<file path="src/rtl/fft64_pkg.sv">
// Shared types for the FFT stream controller: frame tag entry, FSM state, frame length.
package fft64_pkg;

    localparam int N_PTS = 64;
    localparam int SEQ_W = 8;

    typedef enum logic [1:0] {
        ST_IDLE,
        ST_FILL,
        ST_RUN
    } fft_state_e;

    typedef struct packed {
        logic             bubble;
        logic [SEQ_W-1:0] seq;
        logic             err;
    } fft_tag_t;

    localparam fft_tag_t BUBBLE_TAG = '{bubble: 1'b1, seq: '0, err: 1'b0};

endpackage

</file>
<file path="src/rtl/fft64_stream_ctrl_if.sv">
// Sample stream into the controller (valid/ready) and re-framed bin stream out (valid only).
// master = upstream source / downstream sink side, slave = the controller.
interface fft64_stream_ctrl_if #(
    parameter int DATA_WIDTH = 16,
    parameter int TAG_W      = fft64_pkg::SEQ_W
);
    logic                  s_valid;
    logic                  s_ready;
    logic                  s_last;
    logic [DATA_WIDTH-1:0] s_re;
    logic [DATA_WIDTH-1:0] s_im;
    logic                  m_valid;
    logic                  m_last;
    logic [DATA_WIDTH-1:0] m_re;
    logic [DATA_WIDTH-1:0] m_im;
    logic [TAG_W-1:0]      m_tag;
    logic                  m_err;

    modport master (
        output s_valid, s_last, s_re, s_im,
        input  s_ready,
        input  m_valid, m_last, m_re, m_im, m_tag, m_err
    );

    modport slave (
        input  s_valid, s_last, s_re, s_im,
        output s_ready,
        output m_valid, m_last, m_re, m_im, m_tag, m_err
    );
endinterface

</file>
<file path="src/rtl/fft64_tag_fifo.sv">
// Show-ahead FIFO of frame tags; push visible at head one cycle later.
// No backpressure: push when full is dropped unless a pop frees the slot, pop when empty is ignored.
module fft64_tag_fifo
    import fft64_pkg::*;
#(
    parameter int DEPTH = 4
) (
    input  logic     clk,
    input  logic     clear,
    input  logic     push,
    input  fft_tag_t push_tag,
    input  logic     pop,
    output fft_tag_t head,
    output logic     full,
    output logic     empty
);
    localparam int AW = $clog2(DEPTH);

    fft_tag_t        mem [DEPTH];
    logic [AW-1:0]   wr_ptr;
    logic [AW-1:0]   rd_ptr;
    logic [AW:0]     count;
    logic            do_push;
    logic            do_pop;

    assign empty   = (count == '0);
    assign full    = (count == (AW+1)'(DEPTH));
    assign do_pop  = pop && !empty;
    assign do_push = push && (!full || do_pop);
    assign head    = mem[rd_ptr];

    always_ff @(posedge clk) begin
        if (do_push && !clear) begin
            mem[wr_ptr] <= push_tag;
        end
    end

    always_ff @(posedge clk) begin
        if (clear) begin
            wr_ptr <= '0;
            rd_ptr <= '0;
            count  <= '0;
        end else begin
            if (do_push) begin
                wr_ptr <= wr_ptr + 1'b1;
            end
            if (do_pop) begin
                rd_ptr <= rd_ptr + 1'b1;
            end
            case ({do_push, do_pop})
                2'b10:   count <= count + 1'b1;
                2'b01:   count <= count - 1'b1;
                default: count <= count;
            endcase
        end
    end
endmodule

</file>
<file path="src/rtl/fft64_stream_ctrl.sv">
// Feeds the SDF FFT core one sample per slot (bubble/zero-padding as needed) and re-frames its output.
// Core input 1 cycle after acceptance, output 1 cycle after core; s_ready backpressures, output has none.
module fft64_stream_ctrl
    import fft64_pkg::*;
#(
    parameter int DATA_WIDTH = 16,
    parameter int TAG_W      = SEQ_W,
    parameter int TAG_DEPTH  = 4
) (
    input  logic                  clk,
    input  logic                  rst,
    input  logic                  flush,
    fft64_stream_ctrl_if.slave    io,
    output logic                  core_rst_n,
    output logic                  core_start,
    output logic [DATA_WIDTH-1:0] core_din_re,
    output logic [DATA_WIDTH-1:0] core_din_im,
    input  logic [DATA_WIDTH-1:0] core_dout_re,
    input  logic [DATA_WIDTH-1:0] core_dout_im,
    input  logic                  core_valid_out,
    output logic                  sync_err
);
    localparam logic [5:0] LAST_SLOT = 6'(N_PTS - 1);

    fft_state_e       state;
    logic [5:0]       slot;
    logic             frame_bubble;
    logic             frame_done;
    logic             frame_err;
    logic [SEQ_W-1:0] seq;
    logic             core_run;
    logic [5:0]       out_cnt;
    fft_tag_t         cur_tag;
    fft_tag_t         push_tag;
    fft_tag_t         head_tag;
    fft_tag_t         frame_tag;
    logic             clear;
    logic             accept;
    logic             push;
    logic             pop;
    logic             tag_full;
    logic             tag_empty;

    assign clear      = rst || flush;
    assign accept     = io.s_valid && io.s_ready;
    assign core_rst_n = core_run && !clear;

    // Frame closes at slot 63; a real frame is in error unless it ended cleanly with s_last here or earlier.
    assign push     = (state != ST_IDLE) && (slot == LAST_SLOT);
    assign push_tag = '{bubble: frame_bubble,
                        seq:    seq,
                        err:    !frame_bubble &&
                                (frame_err || !(frame_done || (accept && io.s_last)))};

    assign pop       = core_valid_out && (out_cnt == '0);
    assign frame_tag = !pop ? cur_tag : (tag_empty ? BUBBLE_TAG : head_tag);

    fft64_tag_fifo #(
        .DEPTH (TAG_DEPTH)
    ) u_tag_fifo (
        .clk      (clk),
        .clear    (clear),
        .push     (push),
        .push_tag (push_tag),
        .pop      (pop),
        .head     (head_tag),
        .full     (tag_full),
        .empty    (tag_empty)
    );

    always_ff @(posedge clk) begin
        if (clear) begin
            state        <= ST_IDLE;
            slot         <= '0;
            frame_bubble <= 1'b0;
            frame_done   <= 1'b0;
            frame_err    <= 1'b0;
            seq          <= '0;
            core_run     <= 1'b0;
            core_start   <= 1'b0;
            core_din_re  <= '0;
            core_din_im  <= '0;
            io.s_ready   <= 1'b1;
        end else begin
            core_din_re <= accept ? io.s_re : '0;
            core_din_im <= accept ? io.s_im : '0;
            case (state)
                ST_IDLE: begin
                    if (accept) begin
                        state        <= ST_FILL;
                        slot         <= 6'd1;
                        core_run     <= 1'b1;
                        core_start   <= 1'b1;
                        frame_bubble <= 1'b0;
                        frame_done   <= io.s_last;
                        frame_err    <= io.s_last;
                        io.s_ready   <= !io.s_last;
                    end
                end
                default: begin
                    slot <= slot + 6'd1;
                    if (slot == LAST_SLOT) begin
                        state      <= ST_RUN;
                        io.s_ready <= 1'b1;
                        if (!frame_bubble) begin
                            seq <= seq + 1'b1;
                        end
                    end else if (slot == '0) begin
                        // No beat at slot 0 makes the whole frame a bubble.
                        frame_bubble <= !accept;
                        frame_done   <= !accept || io.s_last;
                        frame_err    <= accept && io.s_last;
                        io.s_ready   <= accept && !io.s_last;
                    end else if (!frame_done) begin
                        if (!accept) begin
                            frame_err <= 1'b1;
                        end else if (io.s_last) begin
                            frame_done <= 1'b1;
                            frame_err  <= 1'b1;
                            io.s_ready <= 1'b0;
                        end
                    end
                end
            endcase
        end
    end

    always_ff @(posedge clk) begin
        if (clear) begin
            out_cnt    <= '0;
            cur_tag    <= '0;
            io.m_valid <= 1'b0;
            io.m_last  <= 1'b0;
            io.m_re    <= '0;
            io.m_im    <= '0;
            io.m_tag   <= '0;
            io.m_err   <= 1'b0;
        end else if (core_valid_out) begin
            out_cnt    <= out_cnt + 6'd1;
            cur_tag    <= frame_tag;
            io.m_valid <= !frame_tag.bubble;
            io.m_last  <= !frame_tag.bubble && (out_cnt == LAST_SLOT);
            if (!frame_tag.bubble) begin
                io.m_re  <= core_dout_re;
                io.m_im  <= core_dout_im;
                io.m_tag <= TAG_W'(frame_tag.seq);
                io.m_err <= frame_tag.err;
            end
        end else begin
            io.m_valid <= 1'b0;
            io.m_last  <= 1'b0;
        end
    end

    // Sticky across flush so a framing slip stays visible to software.
    always_ff @(posedge clk) begin
        if (rst) begin
            sync_err <= 1'b0;
        end else if (!flush && ((push && tag_full && !(pop && !tag_empty)) || (pop && tag_empty))) begin
            sync_err <= 1'b1;
        end
    end
endmodule

</file>
<file path="src/flat_wrapper.sv">
// flat-port wrapper written by rule: the top's interface ports become plain ports
module fft64_stream_ctrl_flat import fft64_pkg::*;
#(
    parameter int DATA_WIDTH = 16,
    parameter int TAG_W      = SEQ_W,
    parameter int TAG_DEPTH  = 4
)
  (clk, rst, flush, core_rst_n, core_start, core_din_re, core_din_im, core_dout_re, core_dout_im, core_valid_out, sync_err, io_s_valid, io_s_last, io_s_re, io_s_im, io_s_ready, io_m_valid, io_m_last, io_m_re, io_m_im, io_m_tag, io_m_err);
  fft64_stream_ctrl_if #(.DATA_WIDTH(DATA_WIDTH), .TAG_W(TAG_W)) io_i ();
  input  logic clk;
  input  logic rst;
  input  logic flush;
  output logic core_rst_n;
  output logic core_start;
  output logic [DATA_WIDTH-1:0] core_din_re;
  output logic [DATA_WIDTH-1:0] core_din_im;
  input  logic [DATA_WIDTH-1:0] core_dout_re;
  input  logic [DATA_WIDTH-1:0] core_dout_im;
  input  logic core_valid_out;
  output logic sync_err;
  input wire logic [$bits(io_i.s_valid)-1:0] io_s_valid;
  input wire logic [$bits(io_i.s_last)-1:0] io_s_last;
  input wire logic [$bits(io_i.s_re)-1:0] io_s_re;
  input wire logic [$bits(io_i.s_im)-1:0] io_s_im;
  output wire logic [$bits(io_i.s_ready)-1:0] io_s_ready;
  output wire logic [$bits(io_i.m_valid)-1:0] io_m_valid;
  output wire logic [$bits(io_i.m_last)-1:0] io_m_last;
  output wire logic [$bits(io_i.m_re)-1:0] io_m_re;
  output wire logic [$bits(io_i.m_im)-1:0] io_m_im;
  output wire logic [$bits(io_i.m_tag)-1:0] io_m_tag;
  output wire logic [$bits(io_i.m_err)-1:0] io_m_err;
  assign io_i.s_valid = io_s_valid;
  assign io_i.s_last = io_s_last;
  assign io_i.s_re = io_s_re;
  assign io_i.s_im = io_s_im;
  assign io_s_ready = io_i.s_ready;
  assign io_m_valid = io_i.m_valid;
  assign io_m_last = io_i.m_last;
  assign io_m_re = io_i.m_re;
  assign io_m_im = io_i.m_im;
  assign io_m_tag = io_i.m_tag;
  assign io_m_err = io_i.m_err;
  fft64_stream_ctrl #(.DATA_WIDTH(DATA_WIDTH), .TAG_W(TAG_W), .TAG_DEPTH(TAG_DEPTH)) u_core (.clk(clk), .rst(rst), .flush(flush), .io(io_i), .core_rst_n(core_rst_n), .core_start(core_start), .core_din_re(core_din_re), .core_din_im(core_din_im), .core_dout_re(core_dout_re), .core_dout_im(core_dout_im), .core_valid_out(core_valid_out), .sync_err(sync_err));
endmodule
</file>
<file path="config.mk">
export PLATFORM = sky130hd
export DESIGN_NAME = fft64_stream_ctrl_flat
export DESIGN_NICKNAME = d
export VERILOG_FILES = /design/src/rtl/fft64_pkg.sv /design/src/rtl/fft64_stream_ctrl_if.sv /design/src/rtl/fft64_tag_fifo.sv /design/src/rtl/fft64_stream_ctrl.sv /design/src/flat_wrapper.sv
export SDC_FILE = /design/constraint.sdc
export NUM_CORES = 1
export LEC_CHECK = 0
export ABC_AREA = 1
export CORE_MARGIN = 2
export CORE_UTILIZATION = 50
export DETAILED_ROUTE_END_ITERATION = 7
export HOLD_SLACK_MARGIN = 0.03
export PLACE_DENSITY = 0.8
export SLEW_MARGIN = 25
export SYNTH_ARGS = -nofsm -noshare
export SYNTH_HDL_FRONTEND = slang
export SYNTH_HIERARCHICAL = 1
export SYNTH_SLANG_ARGS = --single-unit
</file>
<file path="constraint.sdc">
create_clock -name clk -period 3 [get_ports clk]
set_clock_uncertainty 0.2 [all_clocks]
set_input_delay 0.6 -clock clk [delete_from_list [all_inputs] [get_ports clk]]
set_output_delay 0.6 -clock clk [all_outputs]
set_load 0.005 [all_outputs]
</file>
# Word level (Yosys, flattened, before mapping)
# Memory sizes are Yosys's and may differ from the RTL's. A register that Yosys moved wholly into a read port is not among the register bits.
# Cells that the tools add are included.
totals:
  memories: 1
  out_inout_bits: 79
  ram_bits: 40
  regBits: 120
  word_cells: 134
  input_bits: 70
op_classes:
  bitwise: 5
  n_reduce_logical: 51
  eq_ne: 10
  addsub: 7
  muxes: 36
mem_list:
  columns: ["memory", "words", "word_bits", "rd", "rd_clocked_by_memory_dff", "write_ports", "line_no", "source"]
  rows:
  - ["u_core.u_tag_fifo.mem", 4, 10, 1, 1, 1, "fft64_tag_fifo.sv:19", "fft_tag_t mem [DEPTH];"]
ops:
  columns: ["operator", "n"]
  rows:
  - ["1-bit 2-to-1 mux", 26]
  - ["10-bit 2-to-1 mux", 2]
  - ["1-bit logical AND", 15]
  - ["6-bit by 1-bit adder with 6-bit output (second input constant)", 2]
  - ["6-bit == test (second input constant)", 2]
  - ["6-bit zero test", 2]
  - ["6-bit 2-to-1 mux", 2]
  - ["1-bit zero test", 10]
  - ["2-bit 2-to-1 mux", 5]
  - ["8-bit by 1-bit adder with 8-bit output (second input constant)", 1]
  - ["4-bit != test (second input constant)", 2]
  - ["2-bit AND reduction", 4]
  - ["4-bit AND reduction", 2]
  - ["2-bit nonzero test", 4]
  - ["1-bit logical OR", 6]
  - ["3-bit one-hot mux with 2 select lines", 1]
  - ["3-bit AND reduction", 2]
  - ["1-bit NOT", 5]
  - ["2-bit by 1-bit adder with 2-bit output (second input constant)", 2]
  - ["4-bit nonzero test", 1]
  - ["2-bit OR reduction", 2]
  - ["3-bit by 1-bit adder with 3-bit output (second input constant)", 1]
  - ["3-bit == test (second input constant)", 1]
  - ["3-bit zero test", 1]
  - ["other kinds (8)", 8]

# Logic depth before layout (Yosys ltp)
# Gate-level depths: netlist of run 1.
logic_depth:
  word_depth: 8
  depth_mapped: 19
  ltp_nobuf: 18

# Hierarchy
# Netlist of run 1, hierarchy kept.
by_module_without_submodules:
  columns: ["module", "area_each_um2", "cells_each", "n_inst", "seq_area_each_um2"]
  rows:
  - ["fft64_stream_ctrl", 4508.1, 656, 1, 2262.2]
  - ["fft64_tag_fifo", 1990.7, 172, 1, 1381.3]

# Worst setup path before layout of run 1
# No wires, ideal clock.
synth_timing:
  kind: "input to register"
  from: "in flush"
  to: "mem u_core/u_tag_fifo/mem[0][0] (netlist bit) (enable)"
  required_ns: 2.424
  setup_slack_ns: 0.413
  path_stages: 6
  n_path_buf: 2
  arrival_time_ns: 2.011
  cell_sequence: "or2_2 buf_2 buf_1 inv_1 nand3_1 nor2_1"
synth_via:
  elab_chain_len: 5
synth_lines:
  columns: ["element", "line_no", "source"]
  rows:
  - ["start, declared", "flat_wrapper.sv:12", "input logic flush;"]
  - ["1-bit logical OR", "fft64_stream_ctrl.sv:44", "assign clear = rst || flush;"]
  - ["net u_core.clear", "fft64_stream_ctrl.sv:37", "logic clear;"]
  - ["1-bit zero test", "fft64_tag_fifo.sv:33", "if (do_push && !clear) begin"]
  - ["1-bit logical AND", "fft64_tag_fifo.sv:33", null]
  - ["1-bit 2-to-1 mux", "fft64_tag_fifo.sv:33", null]
  - ["1-bit 2-to-1 mux (implied by the code)", "fft64_tag_fifo.sv:34", "mem[wr_ptr] <= push_tag;"]
  - ["end, declared", "fft64_tag_fifo.sv:19", null]
# The timed path passes the listed nets, and every way through them passes these cells.

# Final worst setup path of run 1
layout_timing:
  from: "in rst"
  to: "out core_rst_n"
layout_via:
  elab_chain_len: 3
layout_lines:
  columns: ["element", "line_no", "source"]
  rows:
  - ["start, declared", "flat_wrapper.sv:11", "input logic rst;"]
  - ["1-bit logical OR", "fft64_stream_ctrl.sv:44", null]
  - ["1-bit zero test", "fft64_stream_ctrl.sv:46", "assign core_rst_n = core_run && !clear;"]
  - ["1-bit logical AND", "fft64_stream_ctrl.sv:46", null]
  - ["end, declared", "flat_wrapper.sv:13", "output logic core_rst_n;"]
# No other way between the ends.

==> metrics.md, run 1 <==
| Metric | Value |
|---|---|
| Critical path launch point type | `input port` |
| Reg-to-Reg End | `u_core/u_tag_fifo/count[2]` |
| Fin util | `69.2%` |
| Die width | `118 um` |
| Period utilization | `89.5%` |
| CP Cell Sequence | `clkdlybuf4s50_1 -> or2_2 -> nor2_1 -> clkdlybuf4s50_1` |
| Setup CP Type | `in -> out` |
| H-tree Lvls | `4` |
| Reg2Reg Depth | `18` |
| Max-slew headroom | `65.1%` |
| Switch share | `21.4%` |
| Syn_nets | `909` |
| Met3 WL | `915 um` |
| Multi-input logic area | `2180 um2` |
| IO Count | `149` |
| Lkg Pwr | `3.80 nW` |
| Antenna diodes | `0` |
| Postcts setup bufs | `0` |
| Most used cell, CP | `clkdlybuf4s50_1` |
| Final Non-Filler Cells | `1168` |
| Gpl congestion | `0.832` |
| Clock buffer depth | `2` |
| Final Power | `4.75 mW` |
| Synth Warn # | `6` |
| Drt drc | `0` |
| Clk root buf | `clkbuf_16` |
| Min-delay worst type | `reg -> reg` |
| Crit path depth | `4` |
| Tmin final | `2.68 ns` |
| Fmax | `372 MHz` |
| Max Used Layer | `met4` |
| Clk_lat worst skew | `0.42 ns` |
| Hold EP | `u_core/sync_err` |
| Max_cap viols | `0` |
| Final setup margin | `0.315 ns` |
| Gr usage total | `21.4%` |
| Initial antenna violation count | `0` |
| Synth Instances | `828` |
| Chip Height | `118 um` |
| TritonRoute pass-1 iters | `4` |
| Total negative setup slack | `0 ns` |
| Area Growth Syn to Fin | `35.0%` |
| Gate power share | `8.3%` |
| Critical path's top delay family | `buffers and inverters` |
| Seq cells post-synth | `162` |
| Register area share after synthesis | `56.1%` |
| PwrDens | `542 nW/um2` |
| Sequential Area | `3640 um2` |
| Commonest non-fill, non-tap cell in the layout | `nor2_1` |
| Grt ovf | `0` |
| Critical path arrival | `1.88 ns` |
| Most frequent cells in the layout | `nor2_1 (188), nand2_1 (174), clkdlybuf4s50_1 (148)` |
| M1 WL | `5890 um` |
| Synth unique cells | `30` |
| Clock power share | `43.5%` |
| Average wire per standard cell | `12.3 um` |
| Total core area | `12700 um2` |
| Rows | `41` |
| Status | `completed` |
| Critical path endpoint category | `primary output` |
| Worst reg2reg setup slack | `0.55 ns` |
| Reg clk slew, reported paths | `0.06 ns` |
| Initial drt markers | `330` |
| Syn avg cell area | `7.85 um2` |
| Req. time, crit path | `2.20 ns` |
| Maximum vdd drop | `0.000388 V` |
| Hold Buf Count CTS | `0` |
| Setup WS pre-CTS | `0.156 ns` |
| First-pass GRT wire length | `24200 um` |
| TritonCTS Sinks | `162` |
| FF-to-FF Start | `u_core/out_cnt[0]` |
| Post-DP HPWL | `9710 um` |
| Slew Viols, Final | `0` |
| Layout filler cell count | `968` |
| Nets | `1064` |
| I/O Buffers | `148` |
| Final setup viols | `0` |
| # resized after CTS | `0` |
| Net switching power | `1.02 mW` |
| Post-Syn Area | `6500 um2` |
| CTS buffer count | `17` |
| Largest net degree at the start of global routing | `85` |
| Initial core utilization | `51.3%` |
| Post-Route WL | `14400 um` |
| Worst Path Buf+Inv | `2` |
| Met2 WL | `7330 um` |
| Worst hold stages | `2` |
| Via count | `5470` |
| CTS tree | `done` |
| Critical Path Slowest Stage Cell | `clkdlybuf4s50_1` |
| Critical-path maximum fanout | `2` |
| CP max stage delay | `0.50 ns` |
| RSZ-0062 raised after global routing | `false` |
| Remaining antenna violation count after routing | `0` |
| Vias in the first global route | `5304` |
| Cell-internal power | `3.73 mW` |
| Die area | `13900 um2` |
| Sequential power share | `48.3%` |
| DP Cell Count | `1136` |
| Hold_sp | `u_core/sync_err` |
| Vias per cell | `4.68` |
| Layout cell share with drive strength beyond 1 | `5.62%` |
| Hold Violations, Final | `0` |
| Tightest Pin Transition | `0.523 ns` |
## power by group through the flow
stage | Clock (mW) | Combinational, mW | Sequential [mW]
floorplan | 0 | 0.178 | 2.34
global placement | 0 | 0.384 | 2.34
detailed placement | 0 | 0.388 | 2.34
CTS | 2.11 | 0.394 | 2.29
global route | 2.22 | 0.439 | 2.30
finish | 2.06 | 0.392 | 2.29
## state kept, by name (all words and copies together) (netlist names), 2 cells and up, named ones only
name and cells:
u_core/u_tag_fifo/mem 40, u_core/core_din_im 16, u_core/core_din_re 16, u_core/io.m_im 16, u_core/io.m_re 16, u_core/cur_tag 10
u_core/io.m_tag 8, u_core/seq 8, u_core/out_cnt 6, u_core/slot 6, u_core/u_tag_fifo/count 3, u_core/state 2
u_core/u_tag_fifo/rd_ptr 2, u_core/u_tag_fifo/wr_ptr 2
## per-layer routing
layer	vias to the layer above	GRT usage, %
met1	2425	24.8
met4	0	6.48
met2	181	37.9
li1	2842	-
met3	22	6.69
met5	-	0
## worst max-delay path by stage
stage	startpoint	to	slack [ns]
after CTS	rst	core_rst_n	0.31
after global routing	flush	core_rst_n	0.25
after floorplan	flush	u_core/u_tag_fifo/mem[0][0]	0.41
after global placement	core_valid_out	u_core/u_tag_fifo/count[2]	0.19
final	rst	core_rst_n	0.32
after detailed placement	core_valid_out	u_core/u_tag_fifo/count[2]	0.16
## area by class of cell
cell class	count	share of cell area (%)
Sequential cell	162	41.5
Multi-Input combinational cell	497	24.8
Timing Repair Buffer	165	18.6
Inverter	140	5.99
Clock buffer	23	5.69
Tap cell	172	2.45
Clock inverter	9	0.884
## cell families after synthesis
logic type,share of synthesized area (%)
flops,56.1
simple gates,24.6
xor+xnor,0.135
buf+inv,10.5
compound gates,6.53
fa+ha+maj,2.23
## synthesized netlist by cell type
library cell	count	area, um2
a211oi_1	2	15.0
a21oi_1	25	125
a31oi_1	1	6.26
buf_1	2	7.51
buf_2	14	70.1
buf_4	1	7.51
buf_6	3	33.8
clkbuf_1	8	30.0
clkbuf_2	1	5.00
clkinv_1	2	7.51
dfxtp_1	122	2440
edfxtp_1	40	1200
fa_1	1	20.0
ha_1	10	125
inv_1	137	514
inv_2	1	3.75
nand2_1	174	653
nand2_2	2	12.5
nand3_1	22	110
nand3_2	3	30.0
nand3b_1	1	7.51
nand4_1	2	12.5
nor2_1	188	706
nor2_2	2	12.5
nor3_1	8	40.0
nor3b_1	1	7.51
o21ai_0	43	215
o22ai_1	10	62.6
or2_2	1	6.26
xnor2_1	1	8.76
## stage by stage
stage               cell area, um2  hold slack [ns]
floorplan                     6500            0.240
detailed placement            8190            0.244
global route                  8770            0.278
CTS                           8770            0.258
finish                        8770            0.251
global placement              8190            0.246
## worst register-to-register path, delay by kind of cell, from the launching register on
family                     cells  cell delay, ns
DFF                            1            0.36
adders and majority gates      3            0.77
buffers and inverters          6            0.43
and+or+nand+nor                9            0.57
(Power assumes the default switching activity.)
==> run 2, diff against run 1 <==
Settings changed: SKIP_CTS_REPAIR_TIMING from default to 1, SLEW_MARGIN 25 to 20.
==> results of run 2 <==
Final layout, timing and power as in run 1 (identical DEF).
